--- src/rtl/d_reg_bank_if.sv ---
// Bus bundle for d_reg_bank: parallel/serial data in, registered channel state out.
// The widths must match the parameters of the d_reg_bank instance the bundle is bound to.
interface d_reg_bank_if #(
  parameter int WIDTH    = 4,
  parameter int CHANNELS = 2,
  parameter int CNT_W    = 8
);
  logic [CHANNELS*WIDTH-1:0] D;
  logic [CHANNELS-1:0]       EN;
  logic [1:0]                MODE;
  logic                      SIN;
  logic [CHANNELS*WIDTH-1:0] Q;
  logic                      SOUT;
  logic [CHANNELS-1:0]       CHG;
  logic [CNT_W-1:0]          LOAD_CNT;

  modport master (
    output D, EN, MODE, SIN,
    input  Q, SOUT, CHG, LOAD_CNT
  );

  modport slave (
    input  D, EN, MODE, SIN,
    output Q, SOUT, CHG, LOAD_CNT
  );
endinterface

--- src/rtl/d_reg_bank.sv ---
// Bank of CHANNELS enabled WIDTH-bit registers with shared hold/load/shift/clear mode.
// 1-cycle latency from sampled inputs to Q; no backpressure, every enabled edge acts.
module d_reg_bank #(
  parameter int               WIDTH     = 4,
  parameter int               CHANNELS  = 2,
  parameter logic [WIDTH-1:0] RESET_VAL = '0,
  parameter int               CNT_W     = 8
) (
  input  logic        clk,
  input  logic        rst_n,
  d_reg_bank_if.slave io_bus
);

  localparam logic [1:0] MODE_HOLD  = 2'b00;
  localparam logic [1:0] MODE_LOAD  = 2'b01;
  localparam logic [1:0] MODE_SHIFT = 2'b10;
  localparam logic [1:0] MODE_CLEAR = 2'b11;

  localparam int              QW      = CHANNELS * WIDTH;
  localparam logic [CNT_W-1:0] CNT_MAX = {CNT_W{1'b1}};

  logic [QW-1:0]       r_q;
  logic [CHANNELS-1:0] r_chg;
  logic [CNT_W-1:0]    r_load_cnt;

  logic [QW-1:0]       w_q_nxt;
  logic [CHANNELS-1:0] w_chg_nxt;
  logic                w_load_evt;

  for (genvar gi = 0; gi < CHANNELS; gi++) begin : g_ch
    logic [WIDTH-1:0] w_cur;
    logic [WIDTH-1:0] w_new;
    logic [WIDTH-1:0] w_shifted;
    logic             w_sin;

    assign w_cur = r_q[gi*WIDTH +: WIDTH];

    // The chain taps the pre-edge MSB of the previous channel even when that channel is disabled.
    if (gi == 0) begin : g_head
      assign w_sin = io_bus.SIN;
    end else begin : g_link
      assign w_sin = r_q[gi*WIDTH-1];
    end

    always_comb begin
      w_shifted    = w_cur << 1;
      w_shifted[0] = w_sin;
    end

    always_comb begin
      w_new = w_cur;
      if (io_bus.EN[gi]) begin
        case (io_bus.MODE)
          MODE_HOLD:  w_new = w_cur;
          MODE_LOAD:  w_new = io_bus.D[gi*WIDTH +: WIDTH];
          MODE_SHIFT: w_new = w_shifted;
          MODE_CLEAR: w_new = RESET_VAL;
          default:    w_new = w_cur;
        endcase
      end
    end

    assign w_q_nxt[gi*WIDTH +: WIDTH] = w_new;
    assign w_chg_nxt[gi]              = (w_new != w_cur);
  end

  assign w_load_evt = (io_bus.MODE == MODE_LOAD) && (|io_bus.EN);

  always_ff @(posedge clk or negedge rst_n) begin
    if (!rst_n) begin
      r_q        <= {CHANNELS{RESET_VAL}};
      r_chg      <= '0;
      r_load_cnt <= '0;
    end else begin
      r_q   <= w_q_nxt;
      r_chg <= w_chg_nxt;
      if (w_load_evt && (r_load_cnt != CNT_MAX)) begin
        r_load_cnt <= r_load_cnt + 1'b1;
      end
    end
  end

  assign io_bus.Q        = r_q;
  assign io_bus.SOUT     = r_q[QW-1];
  assign io_bus.CHG      = r_chg;
  assign io_bus.LOAD_CNT = r_load_cnt;

endmodule

--- src/flat_wrapper.sv ---
// flat-port wrapper written by rule: the top's interface ports become plain ports
module d_reg_bank_flat 
#(
  parameter int               WIDTH     = 4,
  parameter int               CHANNELS  = 2,
  parameter logic [WIDTH-1:0] RESET_VAL = '0,
  parameter int               CNT_W     = 8
)
  (clk, rst_n, io_bus_D, io_bus_EN, io_bus_MODE, io_bus_SIN, io_bus_Q, io_bus_SOUT, io_bus_CHG, io_bus_LOAD_CNT);
  d_reg_bank_if #(.WIDTH(WIDTH), .CHANNELS(CHANNELS), .CNT_W(CNT_W)) io_bus_i ();
  input  logic clk;
  input  logic rst_n;
  input wire logic [$bits(io_bus_i.D)-1:0] io_bus_D;
  input wire logic [$bits(io_bus_i.EN)-1:0] io_bus_EN;
  input wire logic [$bits(io_bus_i.MODE)-1:0] io_bus_MODE;
  input wire logic [$bits(io_bus_i.SIN)-1:0] io_bus_SIN;
  output wire logic [$bits(io_bus_i.Q)-1:0] io_bus_Q;
  output wire logic [$bits(io_bus_i.SOUT)-1:0] io_bus_SOUT;
  output wire logic [$bits(io_bus_i.CHG)-1:0] io_bus_CHG;
  output wire logic [$bits(io_bus_i.LOAD_CNT)-1:0] io_bus_LOAD_CNT;
  assign io_bus_i.D = io_bus_D;
  assign io_bus_i.EN = io_bus_EN;
  assign io_bus_i.MODE = io_bus_MODE;
  assign io_bus_i.SIN = io_bus_SIN;
  assign io_bus_Q = io_bus_i.Q;
  assign io_bus_SOUT = io_bus_i.SOUT;
  assign io_bus_CHG = io_bus_i.CHG;
  assign io_bus_LOAD_CNT = io_bus_i.LOAD_CNT;
  d_reg_bank #(.WIDTH(WIDTH), .CHANNELS(CHANNELS), .RESET_VAL(RESET_VAL), .CNT_W(CNT_W)) u_core (.clk(clk), .rst_n(rst_n), .io_bus(io_bus_i));
endmodule
--- config.mk ---
export PLATFORM = sky130hd
export DESIGN_NAME = d_reg_bank_flat
export DESIGN_NICKNAME = d
export VERILOG_FILES = /design/src/rtl/d_reg_bank_if.sv /design/src/rtl/d_reg_bank.sv /design/src/flat_wrapper.sv
export SDC_FILE = /design/constraint.sdc
export NUM_CORES = 1
export LEC_CHECK = 0
export ABC_CLOCK_PERIOD_IN_PS = 3400
export BUFFER_PORTS_ARGS = -buffer_cell sky130_fd_sc_hd__buf_2
export CAP_MARGIN = 20
export CORE_MARGIN = 5
export CORE_UTILIZATION = 55
export CTS_CLUSTER_SIZE = 24
export DETAILED_ROUTE_END_ITERATION = 12
export GPL_ROUTABILITY_DRIVEN = 1
export PLACE_DENSITY_LB_ADDON = 0.25
export SYNTH_ARGS = -nofsm -noshare
export SYNTH_HDL_FRONTEND = slang
export SYNTH_SLANG_ARGS = --single-unit
--- constraint.sdc ---
create_clock -name clk -period 3.4 [get_ports clk]
set_input_delay 0.51 -clock clk [delete_from_list [all_inputs] [get_ports clk]]
set_output_delay 0.51 -clock clk [all_outputs]
set_load 0.01 [all_outputs]
== Word-level counts from Yosys, hierarchy flattened ==
Cells that the tools add are included.
Storage, ports and cells
  output and inout port bits: 19
  word-level logic and storage cells: 18
  input bits: 15
  register bits after elaboration: 18
Cells by class
  add/sub/neg operators: 1
  reduce and logical (&&, ||, !) cells: 4
  mux-type cells: 4
  equal/unequal tests: 6
Operators with widths (number)
  $pmux W4 S4: 2
  $add A8 B1 Y8 const B: 1
  $mux W4: 2
  $ne A4 B4 Y1: 2
  $ne A8 B8 Y1 const B: 1
  $eq A2 B2 Y1 const B: 2
  $eq A2 B1 Y1 const B: 1
  $logic_and A1 B1 Y1: 2
  $logic_not A2 Y1: 1
  $reduce_or A2 Y1: 1

== Logic depth before layout (Yosys ltp) ==
  depth in word-level cells: 4
  mapped depth: 5
  mapped depth without buffers: 5

== Least setup slack after synthesis ==
OpenSTA, ideal clock, no wires.
  kind: reg-to-reg
  start: register u_core.r_q[0] (netlist: u_core.io_bus.Q[0])
  end: register u_core.r_chg[0] (netlist: u_core.io_bus.CHG[0])
  setup time: 129 ps
  cell stages (with the launch flop): 6
  buffers on the path: 1
  data required time: 3271 ps
  arrival time: 1583 ps
  path slack: 1687 ps
  clock period less this slack: 1713 ps
  cell sequence: dfrtp_1 buf_6 or4_1 o211ai_1 a31oi_1 o41a_1
On the way
  cells in the longest elaborated chain, start to end: 3
RTL lines
  from (decl): RTL line d_reg_bank.sv:22  | logic [QW-1:0] r_q;
  from (signal assigned): RTL line d_reg_bank.sv:71  | r_q <= {CHANNELS{RESET_VAL}};
  from (signal assigned): RTL line d_reg_bank.sv:75  | r_q <= w_q_nxt;
  $pmux W4 S4: RTL line d_reg_bank.sv:53  | case (io_bus.MODE)
  $mux W4: RTL line d_reg_bank.sv:52  | if (io_bus.EN[gi]) begin
  $ne A4 B4 Y1 *: RTL line d_reg_bank.sv:64  | assign w_chg_nxt[gi] = (w_new != w_cur);
  net u_core.w_chg_nxt[0]: RTL line d_reg_bank.sv:27  | logic [CHANNELS-1:0] w_chg_nxt;
  to (signal assigned): RTL line d_reg_bank.sv:76  | r_chg <= w_chg_nxt;
  to (decl): RTL line d_reg_bank.sv:23  | logic [CHANNELS-1:0] r_chg;
Mark *: on every way through the listed nets, which the timed path passes. The rest lies on a longest branch.
A chain may end at the register's enable or synchronous reset.

== Worst setup path after layout ==
Same ends and word-level chain as after synthesis.

==> results.cfg <==
[finish]
final_cells = 194
layout-drive-gt1-share_pct = 24.0
fin_nets = 184
nFillCells = 168
diodes = 0
final_area_um2 = 1380
area_delta_synth_final_pct = 15.5

[placed_design]
place_ws_ns = 1.49
port-buffer-count = 33
place_area_um2 = 1340
gp_congestion = 0.890
placed_cells = 190
post-dp-hpwl_mm = 2.14

[critical_path]
cp.required_ns = 3.59
rr_endpoint = u_core.io_bus.CHG[0]
criticalPathCategory = reg2reg
crit_end = u_core.io_bus.CHG[0]
crit_buf_inv = 0
cp_cell_sequence = or4_1 -> o211ai_1 -> a31oi_1 -> o41a_1
crit_family = compound AO/OA/AOI/OAI gates
startpoint = u_core.io_bus.Q[0]
startpoint_type = flip-flop
r2r_cells = 4
cp_num_cells = 4
r2r-start = u_core.io_bus.Q[0]
slowest_delay_ns = 0.55
endpoint_kind = flip-flop
cp.arrival_ns = 1.92
ff2ff_setup_slack_ns = 1.67
path_max_fanout = 11
cpMaxStageDelayCell = or4_1

[sta]
fin_crit_sh_pct = 50.9
fin_ws_ns = 1.67
rsz0062_at_grt = no
setup_viol = 0
worstMarginPinSlew_ns = 0.430
relSlewSlack_pct = 71.4
report.final.slew_viol_count = 0
finalCriticalPeriod_ns = 1.73
tns_ns = 0
finalHoldViolations = 0
max_freq_mhz = 578
final.setup_skew_ns = 0.00590

[grt]
grt_max_degree = 23
grt_pass1_wl_mm = 4.84
grt_pass1_vias = 1089
antenna_found_initial = 0
gr-total-overflow = 0
track_usage_pct = 18.5

[clocking]
root_buffer = clkbuf_4
cts_buffer_depth = 2
cts_resized = 0
clk_pin_slew_ns = 0.11
htreeDepth = 1
postCtsSetupRepairBufs = 0
hold_buffers = 0
cts_inserted_buffers = 3
clock-sinks = 18
cts_tree = built
clock_latency_ns = 0.29

[pwr]
p_per_area_nw_per_um2 = 509
leakagePower_nw = 0.664
peakVddDrop_v = 0.000465
report.power.total_mw = 0.701

[yosys]
syn_nets = 156
synth_top_cell_area_share_pct = 37.8
ys_ff_latch = 18
synth_cells = 140
synth_top_area_cell = dfrtp_1
yosysSeqAreaShare_pct = 37.8
synthArstFlopShare_pct = 100
synth_edf_count = 0
synth_area_leaders = dfrtp_1 (38%), a21oi_1 (6.3%), nor2b_1 (5.2%)
ys.flop_type = dfrtp_1
ys.warnings.count = 0
syn_area_um2 = 1190
yosysUniqueCellTypes = 36
avgSynthCellArea_um2 = 8.52

[floorplanning]
rows = 16
io_pins = 34
initial_utilization_pct = 59.0
design.die.area_um2 = 3200
die_h_um = 56.6
dieWidth_um = 56.6
fp.coreArea_um2 = 2020

[drt]
drt_iter0_markers = 69
dr.pass1.iters = 5
routed_wl_mm = 2.96
vias_per_cell = 6.11
ant_nets = 0
drc_errors = 0
vias = 1186
wire_per_inst_um = 15.3

[job]
maxCapViolCount = 0

[hold_path]
min_path_type = in2async

[run_status]
status = finished clean
registers in the layout, summed over array words and instances (netlist names):
signal	count
u_core.io_bus.CHG	2
u_core.io_bus.LOAD_CNT	8
u_core.io_bus.Q	8
cell type report:
class | count | area [um2] | area share (%)
flip-flops and latches | 18 | 450 | 32.7
inverters | 7 | 26.3 | 1.91
well taps | 27 | 33.8 | 2.45
clock buffers | 4 | 36.3 | 2.63
multi-input cells | 105 | 666 | 48.3
repair buffers | 33 | 165 | 12.0
worst reg2reg max path, cell delays in order (launching register included):
cell	delay (ns)
dfrtp_1	0.49
or4_1	0.55
o211ai_1	0.11
a31oi_1	0.06
o41a_1	0.43
synth_stat cells, types with 2 or more instances:
cell	n
inv_1	7
nor3_1	3
nand2b_1	3
dfrtp_1	18
o211ai_1	2
nor2b_1	10
nand2_1	6
clkbuf_1	7
nand4_1	2
o41a_1	2
a22oi_1	5
and3_1	6
and2_1	2
xor2_1	6
nor2_1	5
a31oi_1	3
a21oi_1	15
nand3_1	5
or4_1	2
o21ai_0	12
o221ai_1	2
o22ai_1	3
per-stage QoR:
stage / hold slack [ns] / utilization (%)
floorplan: 0.214 / -
global placement: 0.464 / 66.3
detailed placement: 0.465 / 66.3
CTS: 0.133 / 68.1
global route: 0.154 / 68.1
finish: 0.122 / 68.1
power by group:
group	leakage, nW	internal (mW)	switching, mW	total [mW]
clock network	0.0210	0.0652	0.0670	0.132
registers	0.231	0.262	0.0730	0.335
logic	0.413	0.110	0.124	0.234
worst min path at each step:
stage,endpoint,start,cells past startpoint
2_1_floorplan,u_core.io_bus.CHG[0],rst_n,0
3_3_place_gp,u_core.io_bus.Q[3],rst_n,1
3_5_place_dp,u_core.io_bus.Q[3],rst_n,1
4_1_cts,u_core.io_bus.Q[3],rst_n,1
5_1_grt,u_core.io_bus.Q[5],rst_n,1
6_report,u_core.io_bus.Q[3],rst_n,1
metal layers:
layer  GRT usage, %  share of wire [%]  vias to the layer above
met2           30.2                 47                       60
met4           4.41               0.34                        0
li1               -                  -                      564
met1           24.0                 43                      560
met3           5.28                9.6                        2
met5              0                  0                        -
placed cells by master (no fill, tap or decap):
cell       instances
a21o_1             1
a21oi_1           15
a22oi_1            5
a2bb2oi_1          1
a31oi_1            3
and2_1             2
and2b_1            1
and3_1             6
buf_2             33
clkbuf_4           3
clkbuf_8           1
dfrtp_1           18
ha_1               1
inv_1              7
mux2_2             1
nand2_1            6
nand2b_1           3
nand3_1            5
nand3b_1           1
nand4_1            2
nor2_1             5
nor2b_1           10
nor3_1             3
o2111ai_1          1
o211ai_1           2
o21ai_0           12
o221a_2            1
o221ai_1           2
o221ai_2           1
o22ai_1            3
o2bb2ai_1          1
o41a_1             2
or4_1              2
xnor2_1            1
xor2_1             6
cell families after synthesis:
group,synth area share [%]
compound gates,27.3
simple gates,21.4
flops,37.8
buf+inv,6.40
xor+xnor,5.14
mux,0.944
fa+ha+maj,1.05
(Power assumes the default switching activity.)
